<file path="src/rtl/synapse_current_gen.sv">
// Synaptic current generator feeding the LIF neuron's current port.
// Ports: clk, reset (async high), enable, spike_in[N_IN], w_we/w_addr/w_data
// weight write port, current[WIDTH] registered output, sat clip pulse.
module synapse_current_gen #(
    parameter int N_IN        = 4,
    parameter int WIDTH       = 8,
    parameter int DECAY_SHIFT = 2,
    parameter int PRESCALE    = 4,
    parameter int WEIGHT_INIT = 32
) (
    input  logic                    clk,
    input  logic                    reset,
    input  logic                    enable,
    input  logic [N_IN-1:0]         spike_in,
    input  logic                    w_we,
    input  logic [$clog2(N_IN)-1:0] w_addr,
    input  logic [WIDTH-1:0]        w_data,
    output logic [WIDTH-1:0]        current,
    output logic                    sat
);

    localparam int AW = $clog2(N_IN);
    localparam int SW = WIDTH + AW;
    localparam int CW = (PRESCALE > 1) ? $clog2(PRESCALE) : 1;

    localparam logic [CW-1:0] CNT_MAX = CW'(PRESCALE - 1);
    localparam logic [SW:0]   MAXV    =
        {{(SW + 1 - WIDTH){1'b0}}, {WIDTH{1'b1}}};

    logic [WIDTH-1:0] weight [N_IN];
    logic [CW-1:0]    cnt;
    logic             tick;
    logic [WIDTH-1:0] dec;
    logic [WIDTH-1:0] decayed;
    logic [SW-1:0]    add;
    logic [SW:0]      nxt;

    assign tick = enable && (cnt == CNT_MAX);

    always_comb begin
        dec = current >> DECAY_SHIFT;
        // Small currents would otherwise decay by zero and stick forever.
        if (tick && dec == '0 && current != '0)
            dec = WIDTH'(1);
        decayed = tick ? (current - dec) : current;
    end

    // Spikes read the weight array before this edge's write lands,
    // so a same-cycle write never affects the coincident spike.
    always_comb begin
        add = '0;
        for (int i = 0; i < N_IN; i++)
            if (spike_in[i])
                add = add + SW'(weight[i]);
    end

    assign nxt = (SW + 1)'(decayed) + (SW + 1)'(add);

    always_ff @(posedge clk or posedge reset) begin
        if (reset) begin
            cnt <= '0;
        end else if (enable) begin
            cnt <= (cnt == CNT_MAX) ? '0 : cnt + CW'(1);
        end
    end

    always_ff @(posedge clk or posedge reset) begin
        if (reset) begin
            current <= '0;
            sat     <= 1'b0;
        end else if (enable) begin
            if (nxt > MAXV) begin
                current <= {WIDTH{1'b1}};
                sat     <= 1'b1;
            end else begin
                current <= nxt[WIDTH-1:0];
                sat     <= 1'b0;
            end
        end else begin
            sat <= 1'b0;
        end
    end

    // Weight writes stay live while the integrator is frozen.
    always_ff @(posedge clk or posedge reset) begin
        if (reset) begin
            for (int i = 0; i < N_IN; i++)
                weight[i] <= WIDTH'(WEIGHT_INIT);
        end else if (w_we) begin
            weight[w_addr] <= w_data;
        end
    end

endmodule

</file>
<file path="config.mk">
export PLATFORM = sky130hd
export DESIGN_NAME = synapse_current_gen
export DESIGN_NICKNAME = d
export VERILOG_FILES = /design/src/rtl/synapse_current_gen.sv
export SDC_FILE = /design/constraint.sdc
export NUM_CORES = 1
export LEC_CHECK = 0
export BUFFER_PORTS_ARGS = -buffer_cell sky130_fd_sc_hd__buf_2
export CORE_MARGIN = 3
export CORE_UTILIZATION = 50
export CTS_BUF_LIST = sky130_fd_sc_hd__clkbuf_16
export CTS_CLUSTER_SIZE = 14
export DETAILED_ROUTE_END_ITERATION = 6
export GPL_ROUTABILITY_DRIVEN = 0
export HOLD_SLACK_MARGIN = 0.08
export PLACE_DENSITY_LB_ADDON = 0.3
export SLEW_MARGIN = 10
export SYNTH_ARGS = -nofsm -noshare
export SYNTH_HDL_FRONTEND = slang
export SYNTH_SLANG_ARGS = --single-unit
</file>
<file path="constraint.sdc">
create_clock -name clk -period 11.2 [get_ports clk]
set_clock_uncertainty 0.1 [all_clocks]
set_input_delay 1.12 -clock clk [delete_from_list [all_inputs] [get_ports clk]]
set_output_delay 1.12 -clock clk [all_outputs]
set_load 0.05 [all_outputs]
</file>
==> reports/metrics.yaml, run 1 <==
slew_headroom_pct: 59.6
ys_top_cells_by_area: "dfrtp_1, ha_1, mux2_2, nor2_1, a21oi_1"
path_max_fanout: 10
worst_pin_slew_ps: 604
rows: 31
critPathLaunchType: "input pin"
wl_per_cell_um: 15.3
ir_drop_mv: 0.116
die_area_um2: 8700
final-max-slew-violation-count: 0
grt_max_degree: 44
antenna_found_initial: 0
p_comb_share_pct: 64.8
finalHoldViolCount: 0
internal-power_w: 0.000626
crit_type: "in2reg"
end_kind: "flop"
clock-root-buffer: "clkbuf_16"
synth_largest_area_cell: "dfrtp_1"
syn-instance-count: 398
yosysUniqueCellTypes: 61
ctsLongestPathBuffers: 2
ioPinCount: 27
placed_area_um2: 4050
grtUsageTotal_pct: 20.1
grt_pass1_wl_um: 14100
r2r_slack_ps: 5290
setup_viol_count_final: 0
holdPathEnd: "weight[30]$_DFFE_PP0P_"
synth_area_um2: 3810
drt-pass1-iter-count: 4
start_util_pct: 51.9
routed_wl_um: 8050
detail_route.iter0.violations: 106
swShare_pct: 44.0
synth_top_area_share_pct: 25.6
total_power_w: 0.00112
ctsResizeCount: 0
syn_nets: 462
pwr-share-clk_pct: 15.5
syn2layout_area_growth_pct: 10.8
seqCellArea_um2: 1080
clk_pin_slew_worst_paths_ps: 70
power_frac_seq_pct: 19.7
synthFlopType: "dfrtp_1"
numCtsBuffers: 5
p_sw_w: 0.000492
fillCellCount: 660
async_flop_share_pct: 100
p_leak_nw: 1.95
status: "completed"
grt_setup_unrepaired: "false"
hp-class: "reg2reg"
rr_endpoint: "current[5]$_DFFE_PP0P_"
finalCriticalPeriod_ps: 6550
htreeDepth: 2
hold_depth: 1
die_height_um: 93.3
portBuffers: 26
overflow: 0
insertedDiodeCount: 0
worstHoldStart: "weight[30]$_DFFE_PP0P_"
cts-hold-fix-buffers: 0
syn_avg_cell_area_um2: 9.57
fmax_mhz: 153
cts_tree: "built"
multi_input_area_um2: 2590
nNetsFinal: 490
hpwl_um: 6400
yosys_warnings: 0
clk_latency_ps: 290
fp.coreArea_um2: 7330
ff2ff_path_depth: 25
design_area_um2: 4220
synth_seq_cells: 43
ant_nets: 0
p_per_area_nw_per_um2: 265
cts.sinks: 43
setup_tns_ps: 0
yosysSeqAreaShare_pct: 28.4
rr_startpoint: "weight[24]$_DFFE_PP0P_"
grt_pass1_vias: 3006
cap_violations: 0
drcViolationCount: 0
die_w_um: 93.3
synth-edff-count: 0
vias: 3016
drive_above_1_share_pct: 22.7
cts_setup_buffers: 0
critPathArrivalTime_ps: 6580
via_per_inst: 5.73
required_ps: 11230
fin_crit_sh_pct: 58.5
[per-stage QoR]
| step | cells | hold WS [ps] | setup slack (ps) | util, % |
|---|---|---|---|---|
| floorplan | 398 | 372 | 4950 | - |
| global placement | 518 | 384 | 4610 | 55.2 |
| detailed placement | 518 | 393 | 4400 | 55.2 |
| CTS | 526 | 415 | 4690 | 57.6 |
| global route | 526 | 426 | 4190 | 57.6 |
| finish | 526 | 411 | 4650 | 57.6 |
[placed cells by master (no fill, tap or decap), drive strengths merged, types with 6 or more instances in the layout]
master  Yosys  layout
a211oi      6       6
a21o       10      10
a21oi      22      22
and2        6       6
buf         2      28
dfrtp      39      39
ha         41      41
inv        28      28
mux2       43      43
nand2      27      27
nor2       33      33
o21a        8       8
o21ai      23      23
xnor2       8       8
xor2       12      12
[how the worst max path moves through the flow]
stage,startpoint,end,slack [ps],cells after the start
final,spike_in[0],current[5]$_DFFE_PP0P_,4650,26
after CTS,spike_in[0],current[5]$_DFFE_PP0P_,4690,26
after global placement,spike_in[0],current[5]$_DFFE_PP0P_,4610,26
after detailed placement,spike_in[0],current[5]$_DFFE_PP0P_,4400,26
after floorplan,spike_in[0],current[1]$_DFFE_PP0P_,4950,26
after global routing,spike_in[0],current[2]$_DFFE_PP0P_,4190,26
[power groups by stage]
| stage | combinational [W] | clock, W | sequential, W |
|---|---|---|---|
| final | 0.000724 | 0.000174 | 0.000220 |
| after global routing | 0.000819 | 0.000184 | 0.000225 |
| after CTS | 0.000725 | 0.000176 | 0.000220 |
| after detailed placement | 0.000720 | 0 | 0.000222 |
| after global placement | 0.000693 | 0 | 0.000220 |
| after floorplan | 0.000566 | 0 | 0.000240 |
[flip-flops by register name, summed over array words and instances (netlist names)]
register and flops:
weight 32, sat 1, current 8, cnt 2
[synth_stat cells (all sizes together), types with 6 or more instances]
cell / n
mux2: 43
ha: 41
dfrtp: 39
nor2: 33
inv: 28
nand2: 27
o21ai: 23
a21oi: 22
xor2: 12
a21o: 10
o21a: 8
xnor2: 8
a211oi: 6
and2: 6
[layer usage]
metal  vias up  share of wire, %  global-route usage, %
met5         -                 0                      0
li1       1514                 -                      -
met1      1448                48                   27.7
met4         0               1.2                   3.91
met2        46                47                   33.1
met3         8               3.1                   3.94
[logic make-up (layout without fill, tap and decap cells)]
| logic type | count (synthesis) | in the layout | share of synthesized area, % |
|---|---|---|---|
| xor+xnor | 21 | 21 | 5.26 |
| compound gates | 108 | 108 | 20.2 |
| mux | 45 | 45 | 13.3 |
| simple gates | 99 | 99 | 12.9 |
| flops | 43 | 43 | 28.4 |
| fa+ha+maj | 47 | 47 | 16.4 |
| buf+inv | 35 | 64 | 3.52 |
[critical path, cell delays in order]
cell and delay, ps:
buf_2 160, and2_1 180, ha_1 200, fa_1 430, a31o_2 280, a31oi_1 250, xnor2_1 150, nand2_1 60
o21ai_0 110, ha_1 320, o21a_1 120, o31a_1 130, o21a_1 180, nor2_1 120, xnor2_1 80, mux2_2 300
ha_1 330, a21o_1 210, a2111oi_2 380, or3_1 180, nand3_1 70, nand2_1 70, a31oi_1 50, ha_1 250
o41ai_4 650, a41oi_1 220
[layout make-up]
type | count | share of cell area (%)
clock inverters | 3 | 1.10
flip-flops and latches | 43 | 25.6
clock buffers | 5 | 2.97
well taps | 99 | 2.94
repair buffers | 28 | 3.44
multi-input cells | 320 | 61.4
inverters | 28 | 2.49
(Power assumes the default switching activity.)
==> run 2, diff against run 1 <==
- clock period: 11.2 -> 5.6 ns (I/O delays scaled with it)
==> run 2 against run 1 <==
  * Final cell count grew 6.8%
  * Power grew 140%
  * Core utilization grew 7.0 points
  * Count of clock-buffer cells in the layout is the same
  * Sequential power grew 100%
  * Via count grew 6.5%
  * Global-route usage grew 0.22 points
  * Critical endpoint is now current[0]$_DFFE_PP0P_
  * Largest power group unchanged
==> reports/metrics.yaml, run 2 (synthesis gave the netlist of run 1 again) <==
finalHoldViolCount: 0
power_frac_seq_pct: 16.3
nNetsFinal: 526
cts-hold-fix-buffers: 0
worst_pin_slew_ps: 560
biggestRegsByFlops: "weight (32), current (8), cnt (2)"
required_ps: 5710
pwr-share-clk_pct: 12.8
insertedDiodeCount: 0
fillCellCount: 588
clk_pin_slew_worst_paths_ps: 70
clk_latency_ps: 290
slew_headroom_pct: 62.3
grt_pass1_wl_um: 14400
drt-pass1-iter-count: 4
internal-power_w: 0.00154
critPathLaunchType: "input pin"
antenna_found_initial: 0
setup_tns_ps: 0
fmax_mhz: 185
swShare_pct: 42.7
ctsLongestPathBuffers: 2
die_height_um: 93.3
layout_common_cells: "mux2_2, dfrtp_1, buf_4, ha_1, nor2_1"
hpwl_um: 6500
crit_type: "in2reg"
htreeDepth: 2
clock-root-buffer: "clkbuf_16"
hp-class: "in2async"
path_max_fanout: 8
rows: 31
hold_ws_ps: 294
placed_area_um2: 4300
design_area_um2: 4730
dp.cells: 549
largest_register_ffs: 32
p_comb_share_pct: 70.9
grt_setup_unrepaired: "true"
end_kind: "flop"
grt_max_degree: 44
portBuffers: 26
final-max-slew-violation-count: 0
cap_violations: 0
finalNonFillerCells: 562
dr.max_layer_used: "met4"
regMostFlops: "weight"
final_core_utilization_pct: 64.5
ant_nets: 0
p_per_area_nw_per_um2: 569
wirelength_met1_um: 4400
via_per_inst: 5.71
ioPinCount: 27
cts_tree: "built"
wl_met3_um: 230
routed-wl-met2_um: 4420
start_util_pct: 51.9
p_sw_w: 0.00115
p_leak_nw: 2.18
detail_route.iter0.violations: 109
critPathArrivalTime_ps: 5520
status: "completed"
drcViolationCount: 0
die_w_um: 93.3
routed_wl_um: 9120
ir_drop_mv: 0.285
drive_above_1_share_pct: 35.0
overflow: 0
vias: 3211
setup_viol_count_final: 0
cts.sinks: 43
fp.coreArea_um2: 7330
syn2layout_area_growth_pct: 24.3
wl_per_cell_um: 16.2
grtUsageTotal_pct: 20.4
grt_pass1_vias: 3080
fin_crit_sh_pct: 96.6
numCtsBuffers: 5
die_area_um2: 8700
finalCriticalPeriod_ps: 5410
==> run 2: critical path, cell delays in order <==
cell and delay [ps]:
buf_2 110, and2_4 160, ha_4 160, fa_2 390, a31o_4 260, a31oi_4 180, xnor2_1 90, nand2_1 80
o21ai_2 70, ha_1 300, o21a_1 120, o31a_1 190, a21oi_1 60, mux2_4 290, ha_4 270, o21a_1 120
o31a_1 170, a21oi_1 50, mux2_4 280, ha_4 220, o21a_1 100, o31a_1 130, o311a_1 380, and4b_2 220
mux2_4 320, a32oi_1 220
==> run 2: metal layers <==
metal	vias to the layer above	global-route usage [%]
li1	1579	-
met1	1575	28.5
met2	50	33.2
met3	7	3.38
met4	0	4.15
met5	-	0
==> run 2: timing repair <==
item / in CTS / in global routing
pin swaps: 1 / 24
cloned: 0 / 1
buffers inserted: 0 / 4
resized for setup: 2 / 41
endpoints found under the setup margin: 9 / 9
==> run 2: final timing paths <==
path	startpoint	end	slack (ps)	cells after the start
worst min-delay path	reset	cnt[0]$_DFFE_PP0P_	290	3
worst max register to register	weight[24]$_DFFE_PP0P_	current[0]$_DFFE_PP0P_	200	25
max in group asynchronous	reset	weight[13]$_DFFE_PP1P_	4710	3
worst min register to register	weight[27]$_DFFE_PP0P_	weight[27]$_DFFE_PP0P_	410	1
min in group clk	weight[27]$_DFFE_PP0P_	weight[27]$_DFFE_PP0P_	410	1
worst max-delay path	spike_in[0]	current[0]$_DFFE_PP0P_	190	26
==> run 2: per-stage QoR <==
| stage | setup slack, ps | total power, W |
|---|---|---|
| 2_1_floorplan | 5.83 | 0.00162 |
| 3_3_place_gp | -140 | 0.00202 |
| 3_5_place_dp | -325 | 0.00208 |
| 4_1_cts | 5.41 | 0.00246 |
| 5_1_grt | -85.0 | 0.00291 |
| 6_report | 189 | 0.00269 |
==> run 2: power groups by stage <==
stage	combinational, W	sequential (W)	clock [W]
finish	0.00191	0.000439	0.000346
global route	0.00210	0.000449	0.000365
CTS	0.00167	0.000437	0.000355
detailed placement	0.00163	0.000441	0
global placement	0.00158	0.000440	0
floorplan	0.00114	0.000480	0
==> run 2: cell type report <==
type / count / area [um2] / area share, %
Clock buffer: 5 / 125 / 2.64
Tap cell: 99 / 124 / 2.62
Multi-Input combinational cell: 320 / 2830 / 59.8
Sequential cell: 43 / 1080 / 22.9
Inverter: 28 / 105 / 2.22
Timing Repair Buffer: 64 / 419 / 8.86
Clock inverter: 3 / 46.3 / 0.979
